===== config.mk =====
export PLATFORM = sky130hd
export DESIGN_NAME = stopwatch_ctrl
export DESIGN_NICKNAME = d
export VERILOG_FILES = /design/src/rtl/stopwatch_ctrl.sv
export SDC_FILE = /design/constraint.sdc
export NUM_CORES = 1
export LEC_CHECK = 0
export ABC_CLOCK_PERIOD_IN_PS = 6790
export CAP_MARGIN = 10
export CELL_PAD_IN_SITES_DETAIL_PLACEMENT = 1
export CELL_PAD_IN_SITES_GLOBAL_PLACEMENT = 2
export CORE_MARGIN = 2
export CORE_UTILIZATION = 39
export DETAILED_ROUTE_END_ITERATION = 8
export GPL_TIMING_DRIVEN = 0
export PLACE_DENSITY_LB_ADDON = 0.1
export SYNTH_ARGS = -nofsm -noshare
export SYNTH_HDL_FRONTEND = slang
export SYNTH_SLANG_ARGS = --single-unit

===== constraint.sdc =====
create_clock -name clk -period 6.79 [get_ports clk]
set_clock_uncertainty 0.05 [all_clocks]
set_input_delay 1.358 -clock clk [delete_from_list [all_inputs] [get_ports clk]]
set_output_delay 1.358 -clock clk [all_outputs]
set_load 0.02 [all_outputs]

===== src/rtl/stopwatch_ctrl.sv =====
// Stopwatch controller: IDLE/RUN/PAUSE/LAP state machine, 1/100 s prescaler,
// BCD 00.00-59.99 counter with lap snapshot, and a 4-digit multiplexed scanner.
module stopwatch_ctrl #(
    parameter int TICK_DIV = 500000,
    parameter int SCAN_DIV = 50000
) (
    input  logic       clk,
    input  logic       reset,
    input  logic       start_stop,
    input  logic       lap,
    input  logic       clear,
    output logic [3:0] disp_d3,
    output logic [3:0] disp_d2,
    output logic [3:0] disp_d1,
    output logic [3:0] disp_d0,
    output logic [3:0] scan_bcd,
    output logic [3:0] an_n,
    output logic       running,
    output logic       lap_hold,
    output logic       wrap
);
    localparam int PW = $clog2(TICK_DIV);
    localparam int SW = $clog2(SCAN_DIV);
    localparam logic [PW-1:0] PRESC_MAX = PW'(TICK_DIV - 1);
    localparam logic [SW-1:0] SCAN_MAX  = SW'(SCAN_DIV - 1);

    typedef enum logic [1:0] {
        S_IDLE  = 2'd0,
        S_RUN   = 2'd1,
        S_PAUSE = 2'd2,
        S_LAP   = 2'd3
    } state_t;

    state_t        st_r, st_nxt_s;
    logic [PW-1:0] presc_r, presc_nxt_s;
    logic [SW-1:0] scan_r, scan_nxt_s;
    logic [1:0]    idx_r, idx_nxt_s;
    logic [15:0]   cnt_r, cnt_nxt_s;
    logic [15:0]   snap_r, snap_nxt_s;
    logic [15:0]   disp_nxt_s;
    logic [16:0]   inc_s;
    logic          wrap_nxt_s;

    // Ripple BCD increment of {sec tens, sec units, hund tens, hund units}; MSB flags 59.99 -> 00.00
    function automatic logic [16:0] bcd_inc(input logic [15:0] v);
        logic [3:0] d0, d1, d2, d3;
        logic       w;
        d0 = v[3:0];
        d1 = v[7:4];
        d2 = v[11:8];
        d3 = v[15:12];
        w  = 1'b0;
        if (d0 == 4'd9) begin
            d0 = 4'd0;
            if (d1 == 4'd9) begin
                d1 = 4'd0;
                if (d2 == 4'd9) begin
                    d2 = 4'd0;
                    if (d3 == 4'd5) begin
                        d3 = 4'd0;
                        w  = 1'b1;
                    end else begin
                        d3 = d3 + 4'd1;
                    end
                end else begin
                    d2 = d2 + 4'd1;
                end
            end else begin
                d1 = d1 + 4'd1;
            end
        end else begin
            d0 = d0 + 4'd1;
        end
        return {w, d3, d2, d1, d0};
    endfunction

    function automatic logic [3:0] sel_digit(input logic [15:0] v, input logic [1:0] i);
        logic [3:0] d;
        case (i)
            2'd0:    d = v[3:0];
            2'd1:    d = v[7:4];
            2'd2:    d = v[11:8];
            2'd3:    d = v[15:12];
            default: d = 4'd0;
        endcase
        return d;
    endfunction

    // Next state; clear is only meaningful in PAUSE, so priority reduces to this decode
    always_comb begin
        st_nxt_s = st_r;
        case (st_r)
            S_IDLE: begin
                if (start_stop) st_nxt_s = S_RUN;
                else            st_nxt_s = S_IDLE;
            end
            S_RUN: begin
                if (start_stop) st_nxt_s = S_PAUSE;
                else if (lap)   st_nxt_s = S_LAP;
                else            st_nxt_s = S_RUN;
            end
            S_LAP: begin
                if (start_stop) st_nxt_s = S_PAUSE;
                else if (lap)   st_nxt_s = S_RUN;
                else            st_nxt_s = S_LAP;
            end
            S_PAUSE: begin
                if (clear)           st_nxt_s = S_IDLE;
                else if (start_stop) st_nxt_s = S_RUN;
                else                 st_nxt_s = S_PAUSE;
            end
            default: st_nxt_s = S_IDLE;
        endcase
    end

    // Prescaler, live count, snapshot and scan datapath
    always_comb begin
        inc_s       = bcd_inc(cnt_r);
        presc_nxt_s = presc_r;
        cnt_nxt_s   = cnt_r;
        wrap_nxt_s  = 1'b0;
        if (st_nxt_s == S_IDLE) begin
            presc_nxt_s = PW'(0);
            cnt_nxt_s   = 16'h0000;
        end else if (st_r == S_PAUSE || st_r == S_IDLE) begin
            presc_nxt_s = presc_r;
        end else if (presc_r == PRESC_MAX) begin
            presc_nxt_s = PW'(0);
            cnt_nxt_s   = inc_s[15:0];
            wrap_nxt_s  = inc_s[16];
        end else begin
            presc_nxt_s = presc_r + PW'(1);
        end

        // Snapshot takes the pre-increment value
        if (st_r == S_RUN && st_nxt_s == S_LAP) begin
            snap_nxt_s = cnt_r;
        end else begin
            snap_nxt_s = snap_r;
        end

        if (scan_r == SCAN_MAX) begin
            scan_nxt_s = SW'(0);
            idx_nxt_s  = idx_r + 2'd1;
        end else begin
            scan_nxt_s = scan_r + SW'(1);
            idx_nxt_s  = idx_r;
        end

        disp_nxt_s = (st_nxt_s == S_LAP) ? snap_nxt_s : cnt_nxt_s;
    end

    // State and registered outputs, all derived from the same next-values so they stay coherent
    always_ff @(posedge clk) begin
        if (reset) begin
            st_r     <= S_IDLE;
            presc_r  <= PW'(0);
            scan_r   <= SW'(0);
            idx_r    <= 2'd0;
            cnt_r    <= 16'h0000;
            snap_r   <= 16'h0000;
            disp_d3  <= 4'd0;
            disp_d2  <= 4'd0;
            disp_d1  <= 4'd0;
            disp_d0  <= 4'd0;
            scan_bcd <= 4'd0;
            an_n     <= 4'b1110;
            running  <= 1'b0;
            lap_hold <= 1'b0;
            wrap     <= 1'b0;
        end else begin
            st_r     <= st_nxt_s;
            presc_r  <= presc_nxt_s;
            scan_r   <= scan_nxt_s;
            idx_r    <= idx_nxt_s;
            cnt_r    <= cnt_nxt_s;
            snap_r   <= snap_nxt_s;
            disp_d3  <= disp_nxt_s[15:12];
            disp_d2  <= disp_nxt_s[11:8];
            disp_d1  <= disp_nxt_s[7:4];
            disp_d0  <= disp_nxt_s[3:0];
            scan_bcd <= sel_digit(disp_nxt_s, idx_nxt_s);
            an_n     <= ~(4'b0001 << idx_nxt_s);
            running  <= (st_nxt_s == S_RUN) || (st_nxt_s == S_LAP);
            lap_hold <= (st_nxt_s == S_LAP);
            wrap     <= wrap_nxt_s;
        end
    end
endmodule


======== Word-level counts from Yosys, hierarchy flattened ========
Cells that the tools add are included.
storage, ports and cells
  bits in registers ....................... 98
  input bits .............................. 5
cells by class
  add/subtract/negate cells ............... 7
  shifts and indexed selects .............. 1
  equal/unequal tests ..................... 14
  bitwise gates (word level) .............. 5
  multiplexer cells ....................... 27
  reductions and logical operators ........ 9
operator list
  kind                                                  count
  two-way mux 16 bit                                    5
  two-way mux 4 bit                                     10
  adder 19 x 1 -> 19 bit (second input constant)        1
  equality test 19 bit (second input constant)          1
  two-way mux 19 bit                                    1
  adder 16 x 1 -> 16 bit (second input constant)        1
  adder 4 x 1 -> 4 bit (second input constant)          4
  equality test 16 bit (second input constant)          1
  one-hot mux 4 bit (4 select lines)                    1
  two-way mux 2 bit                                     7
  equality test 4 bit (second input constant)           3
  equality test 2 bit (second input constant)           5
  one-hot mux 2 bit (4 select lines)                    1
  OR reduction 7 bit                                    1
  equality test 2 x 1 -> 1 bit (second input constant)  3
  zero test 2 bit                                       3
  equality test 4 x 3 -> 1 bit (second input constant)  1
  NOT 1 bit                                             4
  NOT 4 bit                                             1
  OR reduction 2 bit                                    2
  << shifter 1 x 2 -> 4 bit (first input constant)      1
  adder 2 x 1 -> 2 bit (second input constant)          1
  logical OR 1 bit                                      2
  two-way mux 1 bit                                     2
  logical AND 1 bit                                     1

======== Longest topological paths before layout ========
Gate-level depths: netlist (run 1).
  depth in word-level cells ............... 10
  mapped depth ............................ 10
  gate-level depth less buffers ........... 9

======== Worst setup path after synthesis (run 1) ========
No wires, ideal clock.
  path kind ............................... input-to-reg
  start ................................... input port lap
  end ..................................... register scan_bcd[1]
  data arrival time ....................... 2.929 ns
  buffers on the path ..................... 1
  setup slack ............................. 3.691 ns
  stages on the path ...................... 8
  setup time .............................. 0.120 ns
  cell sequence ........................... nor4bb_1 -> buf_2 -> mux2i_1 -> nor3_1 -> or2_2 -> o32ai_1 -> nor4_1 -> o31a_1
between the ends
  word-level cells in the longest chain between the ends .. 8
  elaborated cells on any way between the ends .. 12
  classes of those cells .................. eq/ne (1); mux (9); reduce/logical (2)
RTL lines
  what                                         line      RTL
  start, declared                              10        input logic lap,
  two-way mux 2 bit, on equally long branches  104, 99
  two-way mux 2 bit, on equally long branches  103, 98
  one-hot mux 2 bit (4 select lines) *         92        case (st_r)
  equality test 2 bit                          136, 150
  logical AND 1 bit                            136       if (st_r == S_RUN && st_nxt_s == S_LAP) begin
  two-way mux 16 bit                           136
  two-way mux 16 bit *                         150       disp_nxt_s = (st_nxt_s == S_LAP) ? snap_nxt_s : cnt_nxt_s;
  one-hot mux 4 bit (4 select lines) *         79        case (i)
  end signal, assigned                         182       scan_bcd <= sel_digit(disp_nxt_s, idx_nxt_s);
  end, declared                                16        output logic [3:0] scan_bcd,
Mark *: on every way between the ends. The rest lies on a longest branch, timed or not.
A chain may end at the register's enable or synchronous reset.

======== Worst setup path in the final report (run 1) ========
  start ................................... input port lap
  end ..................................... register scan_bcd[0]
The elaborated chain is that of the path after synthesis.

==> summary.md, run 1 <==
| Metric | Value |
|---|---|
| Final Max Tran Viols | `0` |
| WL met1 | `5.86 mm` |
| Resize count post-CTS | `0` |
| Synth Area in Adders | `roughly 2.3%` |
| Dpl hpwl | `8.33 mm` |
| Largest net degree at the start of global routing | `16` |
| Drt drc | `0` |
| Wire length on met2 | `4.94 mm` |
| Vias | `around 3,600` |
| Clock root cell | `clkbuf_8` |
| Flop2flop setup slack | `3.94 ns` |
| Critical Path RT | `between 7 and 8 ns` |
| Antenna violations before repair | `0` |
| Gr ovfl total | `0` |
| Vias/cell | `around 5.3` |
| PD cells | `a little under 200 nW/um^2` |
| Synth Flop Type | `dfxtp_1` |
| First DRT Iteration DRCs | `125` |
| CP Capture Type | `flip-flop` |
| Mapped Nets | `about 500` |
| Layout Cells excl Fill | `around 680` |
| Peak supply drop | `about 0.11 mV` |
| Final WL | `~11 mm` |
| Worst Hold Endpoint | `scan_r[0]` |
| Nets | `544` |
| Number of cells on the worst reg-to-reg path | `9` |
| Period utilization | `54.2%` |
| Chip height | `roughly 110 um` |
| Post-synth cell types | `61` |
| WL/cell | `~17 um` |
| Post-layout instance area | `between 5000 and 6000 sq um` |
| Dpl cell area | `around 4900 sq um` |
| Setup TNS | `0 ns` |
| Core Footprint | `10,900 sq um` |
| Clk_lat worst skew | `0.38 ns` |
| Leak | `1.84 nW` |
| Multiplexer share of the synthesized area | `about 6.4%` |
| Synth Area in Compound Gates | `under 10%` |
| ANT cells | `0` |
| Min cycle time layout | `about 3.7 ns` |
| Slew HR | `between 50% and 60%` |
| Worst setup path class | `primary input to flip-flop` |
| WP data arrival | `roughly 4 ns` |
| DR pass1 iterations | `4` |
| Hold Path Depth | `1` |
| Vias in the first global route | `roughly 3,700` |
| Post-synth ARST share | `0%` |
| Share of cells above drive strength 1 | `under 10%` |
| Commonest non-fill, non-tap cell in the layout | `nor2_1` |
| Port Buffers | `31` |
| Multi-input gate area | `about 2300 sq um` |
| First-pass GRT wire length | `between 15 and 20 mm` |
| Num CTS Buffers | `9` |
| Avg Inst Size Synth | `~9.0 sq um` |
| Seq cells post-synth | `between 90 and 100` |
| Worst hold path type | `flip-flop to flip-flop` |
| Mapped Cells | `about 490` |
| Maximum operating frequency | `~0.27 GHz` |
| Clk buf depth | `2` |
| CP max FO | `10` |
| Slew @ Worst Pin | `just under 0.7 ns` |
| Worst r2r dst | `scan_bcd[2]` |
| Starting Density | `approximately two fifths` |
| Hold buffer count at cts | `0` |
| Post-CTS Setup Repair Bufs | `0` |
| Outcome | `completed` |
| H-tree level count | `3` |
| CTS sink count | `97` |
| Post-synth EDFFs | `0` |
| Core Util, Final | `between 40% and 50%` |
| Routability cong. | `about 0.83` |
| Reg2reg start | `cnt_r[4]` |
| Worst Hold Launch | `scan_r[0]` |
| Reg clk slew, reported paths | `approximately 0.1 ns` |
| Sequential area share after synthesis | `44.3%` |
| DRT antenna net count | `0` |
| Filler cells | `1,313` |
| XOR/XNOR share of the synthesized area | `roughly 7.6%` |
| Simple-gate share of the synthesized area | `between 20% and 30%` |
| Met3 WL | `approximately 290 um` |
| RSZ-0062 raised after global routing | `no` |
| Max_cap viols | `0` |
| Total design power | `between 0.0009 and 0.001 W` |
| Inst Count DP | `660` |
| Num ports | `32` |
| Most frequent cells in the layout | `nor2_1 (102), dfxtp_1 (97), clkdlybuf4s50_1 (31), nand2_1 (28), mux2i_1 (26)` |
| Area grow syn2layout | `15.2%` |
| Largest family of logic cells by synthesized area | `simple AND/OR/NAND/NOR gates` |
| Register area | `a little under 2000 sq um` |
| Die Width | `110 um` |
| Final Hold Violating Endpoints | `0` |
| CTS tree | `yes` |
| Synth Cell Area | `roughly 4400 sq um` |
| GRT Total Usage | `approximately a fifth` |
| Uppermost layer routed | `met4` |
| Synth Warn # | `0` |
| # setup viols final | `0` |
| Worst setup SP type | `primary input` |
| Row count | `38` |
| Die ar. | `12,100 sq um` |
-- worst max-delay path: stages --
cell and delay, ns:
clkdlybuf4s50_1 0.55, nor4bb_1 0.27, buf_2 0.34, buf_2 0.37, a32oi_1 0.09, o211ai_1 0.43
a21oi_1 0.12, a2111oi_2 0.38
-- how the worst max path moves through the flow --
stage               start     endpoint  slack (ns)  depth (start not counted)
2_1_floorplan         lap  scan_bcd[1]        3.69                          8
3_3_place_gp   start_stop  scan_bcd[0]        2.69                          8
3_5_place_dp   start_stop  scan_bcd[0]        2.68                          8
4_1_cts        start_stop  scan_bcd[0]        3.08                          8
5_1_grt        start_stop  scan_bcd[0]        2.88                          8
6_report              lap  scan_bcd[0]        3.11                          8
-- routing by layer --
| layer | vias to the layer above | GRT usage, % |
|---|---|---|
| li1 | 1765 | - |
| met1 | 1720 | 28.3 |
| met2 | 49 | 31.2 |
| met3 | 18 | 3.53 |
| met4 | 0 | 8.32 |
| met5 | - | 0 |
-- power by group --
part           leakage (nW)  internal, W  switching (W)
registers             0.782     0.000572     0.00000278
logic                 0.963    0.0000152      0.0000330
clock network        0.0928     0.000154       0.000214
-- registers in the layout, indices dropped and copies added, names as in the netlist --
register / flops
an_n: 4
presc_r: 19
scan_bcd: 4
disp_d0: 4
cnt_r: 16
disp_d2: 4
st_r: 2
snap_r: 16
wrap: 1
idx_r: 2
disp_d1: 4
scan_r: 16
lap_hold: 1
disp_d3: 4
-- metrics by stage --
step,setup WS [ns],hold slack (ns)
finish,3.11,0.399
global route,2.88,0.430
CTS,3.08,0.408
detailed placement,2.68,0.390
global placement,2.69,0.377
floorplan,3.69,0.368
-- cells by family (layout without fill, tap and decap cells) --
group / after synthesis / after routing
xor gates and xnor gates: 38 / 38
buffers and inverters: 31 / 78
AOI/OAI and AO/OA: 55 / 55
and+or+nand+nor: 232 / 232
DFF: 97 / 97
muxes: 28 / 28
adders and majority gates: 8 / 8
-- final cells by class --
type	count	share of cell area, %
clock buffer	12	3.07
clock inverter	4	0.520
timing repair buffer	31	6.14
inverter	10	0.743
buffer	21	1.83
sequential	97	38.4
multi-input combinational	361	45.8
tap	140	3.47
-- cell usage after synthesis (7+ instances only) --
cell type | n | area (sq um)
o21ai_0 | 7 | 35.0
nand3_1 | 19 | 95.1
a21oi_1 | 13 | 65.1
ha_1 | 8 | 100
mux2i_1 | 26 | 260
xnor2_1 | 14 | 123
and3_1 | 10 | 62.6
o22a_1 | 7 | 61.3
nor3_1 | 10 | 50.1
and2_1 | 7 | 43.8
inv_1 | 10 | 37.5
nor2b_1 | 9 | 56.3
nand4_1 | 12 | 75.1
clkbuf_1 | 15 | 56.3
nor2_1 | 102 | 383
xor2_1 | 24 | 210
nand2_1 | 28 | 105
dfxtp_1 | 97 | 1940
(Power assumes the default switching activity.)
==> run 2: changes to the inputs <==
ABC_CLOCK_PERIOD_IN_PS = 3800   (was 6790)
CORE_UTILIZATION = 36   (was 39)
clock period = 3.8 ns   (was 6.79 ns; I/O delays follow)
==> run 2 against run 1 <==
Via count shrank 1.5%. Sequential cell count is the same. Non-clock buffer count is the same. Worst hold slack gained 0.0046 ns. Die area grew 8.0%. Largest cell class unchanged.
==> summary.md, run 2 (synthesis results as in run 1) <==
| Metric | Value |
|---|---|
| Met3 WL | `353 um (+21%)` |
| Num CTS Buffers | `9 (unchanged)` |
| Commonest non-fill, non-tap cell in the layout | `nor2_1` |
| PD cells | `389 nW/um^2 (+98%)` |
| Slew HR | `53.1% (-2.0 points)` |
| Starting Density | `36.7% (-3.6 points)` |
| DR pass1 iterations | `4 (unchanged)` |
| Chip height | `114 um (+3.9%)` |
| Pre-CTS setup slack | `0.258 ns (-2.43 ns)` |
| GRT Total Usage | `18.4% (-1.9 points)` |
| CTS sink count | `97 (unchanged)` |
| WL met1 | `5.73 mm (-2.1%)` |
| Worst setup path class | `primary input to flip-flop` |
| H-tree level count | `3 (unchanged)` |
| Inst Count DP | `667 (+1.1%)` |
| ANT cells | `0 (unchanged)` |
| Dpl hpwl | `8.27 mm (-0.77%)` |
| Maximum operating frequency | `~0.31 GHz` |
| Slew @ Worst Pin | `0.703 ns (+0.0295 ns)` |
| Setup WS post-layout | `0.597 ns (-2.51 ns)` |
| DRT antenna net count | `0 (unchanged)` |
| Antenna violations before repair | `0 (unchanged)` |
| Setup TNS | `0 ns (unchanged)` |
| # setup viols final | `0 (unchanged)` |
| Clk buf depth | `2 (unchanged)` |
| Reg clk slew, reported paths | `0.06 ns (-0.04 ns)` |
| Layout Cells excl Fill | `681 (+0.74%)` |
| Most frequent cells in the layout | `nor2_1 (102), dfxtp_1 (97), clkdlybuf4s50_1 (31), nand2_1 (28), mux2i_1 (26)` |
| Max_cap viols | `0 (unchanged)` |
| Dpl cell area | `4880 sq um (+0.18%)` |
| Area grow syn2layout | `17.7%` |
| Vias in the first global route | `3,647 (-1.2%)` |
| Worst setup SP type | `primary input` |
| Biggest register | `presc_r` |
| Vias/cell | `5.14 (-2.2%)` |
| Gr ovfl total | `0 (unchanged)` |
| CP max FO | `10 (unchanged)` |
| RSZ-0062 raised after global routing | `no` |
| Critical Path RT | `3.99 ns (-3.03 ns)` |
| WL/cell | `16.4 um (-2.3%)` |
| First DRT Iteration DRCs | `124 (-0.80%)` |
| Hold buffer count at cts | `0 (unchanged)` |
| Leak | `1.88 nW (+2.1%)` |
| Post-CTS Setup Repair Bufs | `0 (unchanged)` |
| Share of cells above drive strength 1 | `6.18% (-0.35 points)` |
| Row count | `40 (+5.3%)` |
| Final WL | `11.2 mm (-1.5%)` |
| Post-layout instance area | `5160 sq um (+2.2%)` |
| Min cycle time layout | `3.20 ns` |
| WP data arrival | `3.39 ns (-0.52 ns)` |
| Peak supply drop | `0.235 mV (+110%)` |
| Resize count post-CTS | `0 (unchanged)` |
| Core Footprint | `12,000 sq um (+9.9%)` |
| Port Buffers | `31 (unchanged)` |
| First-pass GRT wire length | `18.4 mm (-1.8%)` |
| Clock root cell | `clkbuf_16` |
| Largest net degree at the start of global routing | `16 (unchanged)` |
| Final Max Tran Viols | `0 (unchanged)` |
| CP Capture Type | `flip-flop` |
| Wire length on met2 | `4.87 mm (-1.4%)` |
| Uppermost layer routed | `met4` |
| Vias | `3,499 (-1.5%)` |
| Die Width | `114 um (+3.9%)` |
| Num ports | `32 (unchanged)` |
| Max reg flops | `19 (unchanged)` |
| Worst hold path type | `flip-flop to flip-flop` |
| Outcome | `completed` |
| CTS tree | `yes` |
| Period utilization | `a little over four fifths` |
| Final Hold Violating Endpoints | `0 (unchanged)` |
| Die ar. | `13,100 sq um (+8.0%)` |
| Drt drc | `0 (unchanged)` |
| Nets | `544 (unchanged)` |
| Routability cong. | `0.797 (-3.7%)` |
| Clk_lat worst skew | `0.35 ns (-0.03 ns)` |
-- run 2: cell count changes in the layout (fill, tap and decap cells not counted) --
cell	delta
clkinv_2	-2
clkinvlp_4	+1
clkbuf_8	-11
bufinv_16	+1
clkbuf_16	+9
-- run 2: power breakdown --
| part | total (W) | switching [W] | leakage [nW] | internal [W] |
|---|---|---|---|---|
| registers | 0.00103 | 0.00000493 | 0.782 | 0.00102 |
| clock network | 0.000892 | 0.000386 | 0.131 | 0.000505 |
| logic | 0.0000867 | 0.0000595 | 0.963 | 0.0000272 |
| total | 0.00201 | 0.000451 | 1.88 | 0.00155 |
-- run 2: worst paths after layout --
kind / from / to / cells past startpoint / slack (ns)
worst max-delay path: start_stop / scan_bcd[0] / 8 / 0.60
worst min-delay path: scan_r[0] / scan_r[0] / 1 / 0.40
worst max register to register: cnt_r[4] / scan_bcd[2] / 9 / 0.98
worst min register to register: scan_r[0] / scan_r[0] / 1 / 0.40
-- run 2: critical path, stage by stage --
cell             delay, ns
clkdlybuf4s50_1       0.54
nor4bb_1              0.29
buf_2                 0.33
buf_2                 0.37
a32oi_1               0.09
o211ai_1              0.48
a21oi_1               0.14
a2111oi_2             0.39
-- run 2: metrics by stage --
step                      hold WS [ns]  power [W]  util (%)
after global routing             0.450    0.00208      43.1
after detailed placement         0.401    0.00114      40.8
after global placement           0.383    0.00114      40.8
after floorplan                  0.368    0.00110         -
after CTS                        0.410    0.00204      43.1
final                            0.403    0.00201      43.1
-- run 2: routing by layer --
metal	vias to the layer above	track usage, %
met5	-	0
met4	0	7.15
met3	13	4.29
met2	42	28.8
met1	1677	24.8
li1	1767	-
-- run 2: cell type report --
type,count,area [sq um]
plain buffers,21,92.6
multi-input cells,361,2310
well taps,147,184
repair buffers,31,310
flip-flops and latches,97,1940
clock buffers,10,229
clock inverters,4,53.8
fillers,1398,6800
inverters,10,37.5
==> run 3: changes to the inputs <==
ABC_CLOCK_PERIOD_IN_PS = 2550   (was 3800)
CORE_UTILIZATION = 33   (was 36)
clock period = 2.55 ns   (was 3.8 ns; I/O delays follow)
==> run 3 against run 2 <==
Combinational power is 61% higher. Critical endpoint is now scan_bcd[2]. First-iteration DRC count is 27% higher. Worst setup slack worse by 0.53 ns. Largest power group unchanged. Via count is 3.4% higher. Cell area is 6.5% higher. Wire length is 9.0% higher. Worst hold slack worse by 0.0053 ns. Utilization is 1.2 points lower.
==> summary.md, run 3 (synthesis results as in run 1) <==
| Metric | Value |
|---|---|
| Met2 track demand over resource | `27.5% (-1.3 points)` |
| CP Capture Type | `flip-flop` |
| Min cycle time layout | `approximately 2.5 ns` |
| Max_cap viols | `0 (unchanged)` |
| Setup WS post-layout | `0.0619 ns (-0.535 ns)` |
| Vias in the first global route | `3,749 (+2.8%)` |
| WP data arrival | `2.74 ns (-0.65 ns)` |
| Commonest non-fill, non-tap cell in the layout | `nor2_1` |
| Final Hold Violating Endpoints | `0 (unchanged)` |
| Outcome | `completed` |
| Clk_lat worst skew | `0.35 ns (about the same)` |
| Biggest register | `presc_r` |
| Worst Hold Endpoint | `scan_r[0]` |
| Flop2flop setup slack | `0.06 ns (-0.92 ns)` |
| First DRT Iteration DRCs | `157 (+27%)` |
| Clk buf depth | `2 (unchanged)` |
| RSZ-0062 raised after global routing | `yes` |
| Num CTS Buffers | `9 (unchanged)` |
| WL/cell | `16.7 um (+2.3%)` |
| Total design power | `0.00299 W (+49%)` |
| Combinational share of power | `4.7% (+0.4 points)` |
| DR pass1 iterations | `4 (unchanged)` |
| Slowest CP cell | `or3_1` |
| CTS tree | `yes` |
| Pint | `0.00225 W (+45%)` |
| Period utilization | `97.6%` |
| Worst setup path class | `flip-flop to flip-flop` |
| # setup viols final | `0 (unchanged)` |
| H-tree level count | `3 (unchanged)` |
| Largest net degree at the start of global routing | `19 (+3)` |
| Num ports | `32 (unchanged)` |
| Slew HR | `52.4% (-0.72 points)` |
| ANT cells | `0 (unchanged)` |
| Nets | `558 (+2.6%)` |
| Drt drc | `0 (unchanged)` |
| Most frequent cells in the layout | `nor2_1 (101), dfxtp_1 (85), clkdlybuf4s50_1 (29), nand2_1 (28), mux2i_1 (25)` |
| Vias | `3,619 (+3.4%)` |
| Final WL | `12.2 mm (+9.0%)` |
| Number of cells on the worst reg-to-reg path | `9 (unchanged)` |
| Worst setup SP type | `flip-flop` |
| Worst Hold Launch | `scan_r[0]` |
| Leak | `2.01 nW (+7.1%)` |
| Core Footprint | `13,100 sq um (+9.4%)` |
| Pre-CTS setup slack | `-0.809 ns (-1.07 ns)` |
| Hold Path Depth | `1 (unchanged)` |
| Worst hold path type | `flip-flop to flip-flop` |
| Busiest grt layer | `met2` |
| Gr ovfl total | `0 (unchanged)` |
| Dpl hpwl | `8.45 mm (+2.2%)` |
| Slowest stage delay, CP | `0.43 ns (-0.11 ns)` |
| Sequential fraction of design power | `51.2% (about the same)` |
| Final Max Tran Viols | `0 (unchanged)` |
| Die Width | `119 um (+4.3%)` |
| Vias/cell | `4.98 (-3.0%)` |
| Worst path cell trace | `ha_4 > and3b_2 > buf_12 > nand4_4 > or3_1 > xnor2_2 > o221ai_1 > a21boi_0 > o211a_1` |
| CP max FO | `5 (-5)` |
| Worst r2r dst | `scan_bcd[2]` |
| Chip height | `119 um (+4.3%)` |
| DRT antenna net count | `0 (unchanged)` |
| Die ar. | `14,200 sq um (+8.8%)` |
| Antenna violations before repair | `0 (unchanged)` |
| Routability cong. | `0.762 (-4.4%)` |
| Maximum operating frequency | `0.402 GHz` |
| Port Buffers | `31 (unchanged)` |
| Slew @ Worst Pin | `0.714 ns (+0.0108 ns)` |
| PD cells | `545 nW/um^2 (+40%)` |
| Starting Density | `33.5% (-3.1 points)` |
| Peak supply drop | `0.317 mV (+35%)` |
| Met3 Usage GRT | `3.16% (-1.1 points)` |
| Clock group share of total power | `44.2% (-0.3 points)` |
| GRT Total Usage | `17.7% (-0.69 points)` |
| Reg2reg start | `presc_r[0]` |
| Grt met1 use | `24.5% (-0.28 points)` |
| CTS sink count | `97 (unchanged)` |
| Max reg flops | `19 (unchanged)` |
| Critical Path RT | `2.80 ns (-1.19 ns)` |
| Share of cells above drive strength 1 | `16.7% (+11 points)` |
| First-pass GRT wire length | `19.5 mm (+6.2%)` |
| Reg clk slew, reported paths | `0.07 ns (about the same)` |
| Row count | `42 (+5.0%)` |
| Net switching power | `0.000745 W (+65%)` |
| Clock root cell | `clkbuf_16` |
| Area grow syn2layout | `25.3%` |
| Switching share of power | `24.9% (+2.4 points)` |
-- run 3: worst max-delay path by stage --
stage	startpoint	endpoint	slack, ns	cells after the start
6_report	presc_r[0]	scan_bcd[2]	0.06	9
2_1_floorplan	cnt_r[4]	scan_bcd[0]	0.27	9
3_5_place_dp	lap	scan_bcd[1]	-0.81	8
4_1_cts	st_r[0]	scan_bcd[0]	0.003	9
3_3_place_gp	start_stop	scan_bcd[0]	-0.78	8
5_1_grt	presc_r[9]	scan_bcd[2]	-0.04	8
-- run 3: layout make-up --
cell class	instances	area [sq um]
plain buffers	18	95.1
clock buffers	9	225
clock inverters	7	62.6
fillers	1504	7590
inverters	10	37.5
multi-input cells	362	2450
flip-flops and latches	97	1960
well taps	176	220
repair buffers	47	444
-- run 3: through the flow --
stage	hold WS [ns]	util (%)	instances	area, sq um	TNS (ns)
2_1_floorplan	0.368	-	489	4380	0
3_3_place_gp	0.379	37.6	696	4910	-9.35
3_5_place_dp	0.387	37.6	696	4910	-10.32
4_1_cts	0.403	41.4	725	5420	0
5_1_grt	0.426	42.0	726	5500	-0.0485
6_report	0.398	42.0	726	5500	0
-- run 3: critical path: cells and delay by family (launching register included) --
kind,cells,cell delay (ns)
compound gates,3,0.71
fa+ha+maj,1,0.16
xor+xnor,1,0.18
buf+inv,1,0.12
simple gates,3,0.83
flops,1,0.38
-- run 3: per-layer routing --
| layer | wire length (um) | share of wire, % |
|---|---|---|
| met5 | 0 | 0 |
| met4 | 248 | 2.0 |
| met3 | 367 | 3.0 |
| met2 | 5390 | 44 |
| met1 | 6150 | 51 |
-- run 3: power groups by stage --
stage,Combinational [W],Sequential [W],Clock (W)
6_report,0.000140,0.00153,0.00132
5_1_grt,0.000153,0.00153,0.00145
4_1_cts,0.000141,0.00153,0.00137
3_5_place_dp,0.000133,0.00156,0
3_3_place_gp,0.000133,0.00156,0
2_1_floorplan,0.0000779,0.00157,0
-- run 3: timing repair --
action / CTS / global route
hold buffers: 0 / 0
setup endpoints to repair: 22 / 21
cloned: 1 / 0
endpoints found under the hold margin: 0 / 0
pin swaps: 8 / 5
setup buffers: 14 / 2
gates resized for setup: 24 / 30
